==> src/rtl/uart_pkg.sv <==
// uart_pkg: shared UART constants and receiver state encoding
// Contents: OVERSAMPLE ticks per bit, HALF_BIT mid-bit offset, default baud divider, FSM state type
package uart_pkg;
  localparam int OVERSAMPLE = 16;
  localparam int HALF_BIT = OVERSAMPLE / 2;
  localparam int BAUD_DIV_DEFAULT = 27;
  typedef enum logic [2:0] {IDLE, START, DATA, STOP, WAIT_IDLE} state_t;
endpackage

==> src/rtl/uart_baud_tick.sv <==
// uart_baud_tick: oversample tick generator, one-clk pulse every BAUD_DIV clocks
// Ports: i_clk clock, i_reset sync active-high reset, i_clr sync clear (holds count at 0), o_tick pulse
module uart_baud_tick
  import uart_pkg::*;
#(
  parameter int BAUD_DIV = BAUD_DIV_DEFAULT
) (
  input  logic i_clk,
  input  logic i_reset,
  input  logic i_clr,
  output logic o_tick
);
  localparam int W = $clog2(BAUD_DIV);
  logic [W-1:0] r_cnt;
  assign o_tick = !i_clr && r_cnt == W'(BAUD_DIV - 1);
  always_ff @(posedge i_clk) begin
    if (i_reset || i_clr) r_cnt <= '0;
    else r_cnt <= o_tick ? '0 : r_cnt + 1'b1;
  end
endmodule

==> src/rtl/uart_rx.sv <==
// uart_rx: 8N1 UART receiver with 16x oversampling, FIFO write strobe and error flags
// Ports: clk, reset (sync active-high), rxd serial in, rx_fifo_full, err_clr clears overrun_err,
//        rx_data/rx_valid byte strobe, framing_err pulse, overrun_err sticky, busy when not IDLE
module uart_rx
  import uart_pkg::*;
#(
  parameter int BAUD_DIV = BAUD_DIV_DEFAULT,
  parameter int DATA_BITS = 8
) (
  input  logic                 clk,
  input  logic                 reset,
  input  logic                 rxd,
  input  logic                 rx_fifo_full,
  input  logic                 err_clr,
  output logic [DATA_BITS-1:0] rx_data,
  output logic                 rx_valid,
  output logic                 framing_err,
  output logic                 overrun_err,
  output logic                 busy
);
  localparam int TW = $clog2(OVERSAMPLE);
  localparam int BW = DATA_BITS > 1 ? $clog2(DATA_BITS) : 1;
  logic                 r_sync1, r_sync2;
  state_t               r_state;
  logic [TW-1:0]        r_tick_cnt;
  logic [BW-1:0]        r_bit_cnt;
  logic [DATA_BITS-1:0] r_shift, r_data;
  logic                 r_valid, r_ferr, r_ovr;
  logic                 w_tick, w_rxd_s, w_sample, w_ovr_set;
  uart_baud_tick #(.BAUD_DIV(BAUD_DIV)) u_tick (
    .i_clk(clk),
    .i_reset(reset),
    .i_clr(r_state == IDLE),
    .o_tick(w_tick)
  );
  assign w_rxd_s = r_sync2;
  // START samples at mid start bit; later states sample once per full bit period
  assign w_sample = w_tick && r_tick_cnt == (r_state == START ? TW'(HALF_BIT - 1) : TW'(OVERSAMPLE - 1));
  assign w_ovr_set = r_state == STOP && w_sample && w_rxd_s && rx_fifo_full;
  assign rx_data = r_data;
  assign rx_valid = r_valid;
  assign framing_err = r_ferr;
  assign overrun_err = r_ovr;
  assign busy = r_state != IDLE;
  always_ff @(posedge clk) begin
    if (reset) begin
      r_sync1 <= 1'b1;
      r_sync2 <= 1'b1;
      r_state <= IDLE;
      r_tick_cnt <= '0;
      r_bit_cnt <= '0;
      r_shift <= '0;
      r_data <= '0;
      r_valid <= 1'b0;
      r_ferr <= 1'b0;
      r_ovr <= 1'b0;
    end else begin
      r_sync1 <= rxd;
      r_sync2 <= r_sync1;
      r_valid <= 1'b0;
      r_ferr <= 1'b0;
      r_ovr <= w_ovr_set | (r_ovr & ~err_clr);
      r_tick_cnt <= (r_state == IDLE || (r_state == START && w_sample)) ? '0 : r_tick_cnt + TW'(w_tick);
      case (r_state)
        IDLE: if (!w_rxd_s) r_state <= START;
        START: if (w_sample) begin
          r_state <= w_rxd_s ? IDLE : DATA;
          r_bit_cnt <= '0;
        end
        DATA: if (w_sample) begin
          r_shift <= DATA_BITS'({w_rxd_s, r_shift} >> 1);
          r_bit_cnt <= r_bit_cnt + 1'b1;
          if (r_bit_cnt == BW'(DATA_BITS - 1)) r_state <= STOP;
        end
        STOP: if (w_sample) begin
          if (w_rxd_s) begin
            r_state <= IDLE;
            if (!rx_fifo_full) begin
              r_valid <= 1'b1;
              r_data <= r_shift;
            end
          end else begin
            r_ferr <= 1'b1;
            r_state <= WAIT_IDLE;
          end
        end
        WAIT_IDLE: if (w_rxd_s) r_state <= IDLE;
        default: r_state <= IDLE;
      endcase
    end
  end
endmodule

==> config.mk <==
export PLATFORM = sky130hd
export DESIGN_NAME = uart_rx
export DESIGN_NICKNAME = d
export VERILOG_FILES = /design/src/rtl/uart_pkg.sv /design/src/rtl/uart_baud_tick.sv /design/src/rtl/uart_rx.sv
export SDC_FILE = /design/constraint.sdc
export NUM_CORES = 1
export LEC_CHECK = 0
export ABC_AREA = 1
export BUFFER_PORTS_ARGS = -buffer_cell sky130_fd_sc_hd__buf_2
export CAP_MARGIN = 15
export CORE_MARGIN = 1.5
export CORE_UTILIZATION = 45
export CTS_CLUSTER_DIAMETER = 150
export DETAILED_ROUTE_END_ITERATION = 7
export GPL_TIMING_DRIVEN = 0
export PLACE_DENSITY = 0.66
export SLEW_MARGIN = 20
export SYNTH_ARGS = -nofsm -noshare
export SYNTH_HDL_FRONTEND = slang
export SYNTH_HIERARCHICAL = 1
export SYNTH_SLANG_ARGS = --single-unit
==> constraint.sdc <==
create_clock -name clk -period 1.6 [get_ports clk]
set_input_delay 0.08 -clock clk [delete_from_list [all_inputs] [get_ports clk]]
set_output_delay 0.08 -clock clk [all_outputs]
set_load 0.02 [all_outputs]
---- Yosys cells after proc, flatten, opt, wreduce, memory -nomap -nowiden ----
Index checks and enable logic that the tools add are counted.
W data, S select, Z words.
storage, ports and cells
  register bits after elaboration ......... 36
operators by class
  $add $sub $neg .......................... 3
  eq/ne operators ......................... 13
  bitwise gates (word level) .............. 7
  reductions and logical operators ........ 20
  multiplexer cells ....................... 15
operators by type and width
  kind                   number
  $mux W3                9
  $pmux W3 S5            1
  $ne A2 B2 Y1 const B   6
  $eq A3 B2 Y1 const B   2
  $eq A3 B3 Y1 const B   2
  $logic_and A1 B1 Y1    6
  $pmux W3 S2            1
  $reduce_and A6 Y1      1
  $add A5 B1 Y5 const B  1
  $eq A5 B5 Y1 const B   1
  $not A1 Y1             5
  $add A4 B1 Y4          1
  $eq A4 B4 Y1           1
  $mux W4                1
  $reduce_and A4 Y1      1
  $reduce_or A2 Y1       2
  $reduce_or A4 Y1       1
  $add A3 B1 Y3 const B  1
  $eq A3 B1 Y1 const B   1
  $logic_not A3 Y1       1
  $reduce_and A3 Y1      1
  $reduce_bool A3 Y1     1
  $reduce_or A3 Y1       1
  $logic_or A1 B1 Y1     2
  other kinds (7)        8

---- Logic depth before layout (Yosys ltp) ----
  depth after elaboration ................. 8
  mapped depth ............................ 13
  mapped depth without buffers ............ 13

---- Cells and area by module ----
Netlist, hierarchy kept.
modules (own cells, without submodules)
  module          area an instance (µm²)  times used  cells each
  uart_rx         1318.8                  1           164
  uart_baud_tick  252.7                   1           31

---- Worst setup path after synthesis ----
OpenSTA, ideal clock, no wires.
  kind .................................... register to register
  from .................................... register r_state[0]
  to ...................................... register r_bit_cnt[1]
  setup time .............................. 132 ps
  slack ................................... -6 ps
  data arrival time ....................... 1474 ps
  cell stages (with the launch flop) ...... 13
  data required time ...................... 1468 ps
  cells stage by stage .................... dfxtp_1 inv_2 nand2_1 nor2_1 nor2_1 nand2_2 inv_1 nand2_1 nor2_4 nand3_2 buf_2 nand3_1 a21oi_1
on the way
  word-level cells in the longest chain between the ends .. 6
  elaborated cells between the ends (all ways) .. 13
RTL lines
  element                                 line                  text
  start: declaration                      uart_rx.sv:24         state_t r_state;
  start signal: assignment                uart_rx.sv:67         r_state <= w_rxd_s ? IDLE : DATA;
  $logic_not A3 Y1 (*)                    uart_rx.sv:33         .i_clr(r_state == IDLE),
  $logic_not A1 Y1 (*)                    uart_baud_tick.sv:15  assign o_tick = !i_clr && r_cnt == W'(BAUD_DIV - 1);
  $logic_and A1 B1 Y1 (*)                 uart_baud_tick.sv:15
  via w_tick                              uart_rx.sv:29         logic w_tick, w_rxd_s, w_sample, w_ovr_set;
  $logic_and A1 B1 Y1 (*)                 uart_rx.sv:38         assign w_sample = w_tick && r_tick_cnt == (r_state == START ? TW'(HALF_BIT - 1) : TW'(OVERSAMPLE - 1));
  $ne A2 B2 Y1 (no source line)           n/a
  $reduce_and A3 Y1 (no source line) (*)  n/a
  end signal: assignment                  uart_rx.sv:72         r_bit_cnt <= r_bit_cnt + 1'b1;
  end: declaration                        uart_rx.sv:26         logic [BW-1:0] r_bit_cnt;
Mark *: on every way through the listed nets, which the timed path passes. The rest lies on a longest branch.
A chain may end at the register's enable or synchronous reset.

---- Final worst setup path ----
  from .................................... register u_tick.r_cnt[0]
  to ...................................... register r_shift[3]
on the way
  word-level cells in the longest chain between the ends .. 4
RTL lines
  element                             line                  text
  start: declaration                  uart_baud_tick.sv:14  logic [W-1:0] r_cnt;
  start signal: assignment            uart_baud_tick.sv:18  else r_cnt <= o_tick ? '0 : r_cnt + 1'b1;
  $eq A5 B5 Y1                        uart_baud_tick.sv:15
  $logic_and A1 B1 Y1                 uart_baud_tick.sv:15
  via w_tick                          uart_rx.sv:29
  $logic_and A1 B1 Y1                 uart_rx.sv:38
  $reduce_and A2 Y1 (no source line)  n/a
  end signal: assignment              uart_rx.sv:71         r_shift <= DATA_BITS'({w_rxd_s, r_shift} >> 1);
  end: declaration                    uart_rx.sv:27         logic [DATA_BITS-1:0] r_shift, r_data;
The timed path passes the listed nets, and every way through them passes these cells.

==> out/metrics.csv <==
stage,metric,value,unit
finish,area_growth,30.4,%
global_route,grt-busiest-layer,met2,
detailed_routing,wl,3.39,mm
detailed_routing,drt-initial-drc-count,66,
detailed_routing,drc,0,
global_route,grt_pass1_wl,5.07,mm
global_route,grt_pass1_vias,1180,
worst_setup_path,crit_path_max_fanout,6,
floorplan,row_count,21,
finish,drive_above_1_share,40.1,%
pwr,power,2.35,mW
hold_path,hp-class,in -> reg,
timing,fin_ws,-0.171,ns
pwr,sw_frac_of_total,32.4,%
timing,slew_headroom,57.9,%
timing,finalCritPeriodShare,111,%
outcome,violations,negative setup slack,
placement,post-place-cells,257,
synth,yosysSeqAreaShare,45.9,%
pwr,ir_worst_vdd,692,uV
pwr,combPwrFrac,26.3,%
worst_setup_path,arrival,2.04,ns
clock_network,clk_path_buf_depth,2,
timing,fin_crit,1.77,ns
finish,stdcell_count,278,
finish,n_antenna_cell,0,
placement,io_buffers,16,
floorplan,core,3340,um2
finish,design_area,2050,um2
worst_setup_path,path_class,reg -> reg,
worst_setup_path,crit_required,1.87,ns
timing,fin_hold_ws,0.0489,ns
clock_network,path_clk_slew,0.11,ns
detailed_routing,drtAntennaViolNets,0,
clock_network,cts-root-buf,clkbuf_4,
global_route,use_met2,28.6,%
finish,final_util,61.4,%
outcome,status,"complete, but fails checks",
run,maxCapViolCount,0,
synth,yosysWarnings,6,
global_route,grt_overflow,0,
global_route,grt_usage,18.3,%
floorplan,die_w,62.1,um
synth,synth_nets,206,
placement,gp_congestion,0.822,
finish,nets,242,
pwr,p_leak,0.804,nW
floorplan,start_util,47.1,%
synth,syn_area_per_cell,8.06,um2
worst_setup_path,cp-end-kind,flip-flop,
placement,hpwl,1.94,mm
synth,synthCells,195,
placement,place_area,1710,um2
detailed_routing,via_per_inst,4.97,
detailed_routing,first_pass_iters,4,
global_route,grt_max_degree,12,
timing,clock_skew,0.0113,ns
synth,ys_ff_latch,36,
floorplan,die_area,3860,um2
detailed_routing,via_count,1382,
timing,clock.fmax,565,MHz
pwr,seqPwrFrac,43.0,%
clock_network,numCtsBuffers,5,
placement,post-place-ws,-0.215,ns
timing,rsz0062_at_grt,yes,
floorplan,die_h,62.1,um
timing,fin_setup_tns,-2.39,ns
clock_network,cts_sinks,36,
clock_network,clock_latency,0.34,ns
timing,worst_pin_slew,0.632,ns
synth,ys_types,26,
global_route,antenna_found_initial,0,
global_route,grtUsageMet3,6.83,%
detailed_routing,routedWlPerCell,12.2,um
clock_network,cts-htree-levels,2,
pwr,intPower,1.59,mW
clock_network,cts_tree,yes,
synth,synth_area,1570,um2
pwr,pwr-share-clk,30.7,%
pwr,p_sw,761,uW
timing,finalHoldViolations,0,
floorplan,io-pin-count,17,
worst_setup_path,start_kind,flip-flop,
timing,setup_viol,27,
pwr,power.density,1150,nW/um2
global_route,use_met1,23.1,%
timing,slew_violations,0,
-- power groups by stage --
stage          registers [mW]  logic (mW)  clock network, mW
3_3_place_gp             1.03       0.443                  0
5_1_grt                  1.01       0.687              0.775
2_1_floorplan            1.02       0.362                  0
6_report                 1.01       0.617              0.722
4_1_cts                 0.997       0.532              0.735
3_5_place_dp             1.03       0.444                  0
-- cell usage after synthesis --
| master | number | share of area, % |
|---|---|---|
| a21oi_1 | 25 | 8.0 |
| nand2_1 | 43 | 10 |
| inv_2 | 6 | 1.4 |
| inv_1 | 11 | 2.6 |
| buf_2 | 2 | 0.64 |
| o21bai_1 | 1 | 0.48 |
| nand3_2 | 2 | 1.3 |
| nor3_1 | 3 | 0.96 |
| nand4_1 | 3 | 1.2 |
| or2_2 | 3 | 1.2 |
| ha_1 | 6 | 4.8 |
| clkbuf_1 | 3 | 0.72 |
| nor2_4 | 2 | 1.4 |
| nand2_2 | 2 | 0.80 |
| nor4_1 | 1 | 0.40 |
| nor2_2 | 6 | 2.4 |
| nor2_1 | 10 | 2.4 |
| o21ai_0 | 10 | 3.2 |
| xnor2_1 | 2 | 1.1 |
| buf_6 | 1 | 0.72 |
| nor2_8 | 1 | 1.3 |
| nand3_1 | 12 | 3.8 |
| dfxtp_1 | 36 | 46 |
| nand3_4 | 1 | 1.1 |
| nand2_4 | 2 | 1.4 |
| xor2_1 | 1 | 0.56 |
-- worst max-delay path, stage by stage (launching register included) --
cell,delay [ns]
dfxtp_4,0.37
inv_4,0.05
ha_4,0.12
nand2_2,0.04
nor2_2,0.11
nand2_2,0.07
inv_2,0.06
nand2_2,0.05
nor2_4,0.22
nand3_2,0.14
inv_2,0.12
buf_6,0.12
nand2_1,0.07
a21oi_1,0.16
-- kinds of logic (layout without fill, tap and decap cells) --
kind of cell	after synthesis	count (layout)	share of synthesized area (%)
adders and majority gates	6	6	4.78
buffers and inverters	23	59	6.13
and+or+nand+nor	91	92	29.9
DFF	36	36	45.9
xor gates and xnor gates	3	3	1.67
AOI/OAI and AO/OA	36	36	11.6
-- layout make-up --
class,count,area [um2]
Buffer,6,38.8
Inverter,17,68.8
Clock buffer,7,65.1
Fill cell,307,1290
Tap cell,46,57.6
Sequential cell,36,732
Timing Repair Buffer,28,181
Multi-Input combinational cell,137,876
Clock inverter,1,30.0
-- cells in the final DEF, fill, tap and decap left out, types with 2 or more instances in the layout --
cell type,instances
a21oi_1,16
a21oi_2,9
buf_2,17
buf_4,8
buf_6,3
clkbuf_1,3
clkbuf_4,5
clkbuf_8,2
dfxtp_1,31
dfxtp_2,3
dfxtp_4,2
dlygate4sd3_1,3
ha_1,5
inv_1,9
inv_2,6
inv_4,2
nand2_1,34
nand2_2,9
nand2_4,4
nand3_1,9
nand3_2,5
nand3_4,2
nand4_1,3
nor2_1,8
nor2_2,7
nor2_4,3
nor3_1,3
o21ai_0,7
o21ai_1,3
or2_2,3
xnor2_1,2
-- registers in the layout, indices dropped and copies added (netlist names) --
signal        cells
rx_data           8
r_bit_cnt         3
r_sync2           1
r_sync1           1
r_state           3
rx_valid          1
u_tick/r_cnt      5
r_shift           8
r_tick_cnt        4
framing_err       1
overrun_err       1
-- metal layers --
metal  part of all wire (%)  wire length, um  vias to the layer above
li1                       -                -                      714
met1                     46             1550                      638
met2                     49             1670                       26
met3                    3.8              130                        4
met4                    1.1               37                        0
met5                      0                0                        -
-- repair_timing --
action	in CTS	in global routing
resized for setup	14	31
setup endpoints to repair	28	28
setup buffers	4	4
pin swaps	15	20
hold buffers	3	0
gates cloned	2	0
endpoints found under the hold margin	3	0
-- path summary, 6_finish.rpt --
kind,from,end,slack [ns],depth (start not counted)
max,u_tick/r_cnt[0],r_shift[3],-0.17,13
min,reset,u_tick/r_cnt[1],0.05,4
max reg2reg,u_tick/r_cnt[0],r_shift[3],-0.17,13
min reg2reg,r_sync1,r_sync2,0.41,1
Power figures use the tool's default switching activity.
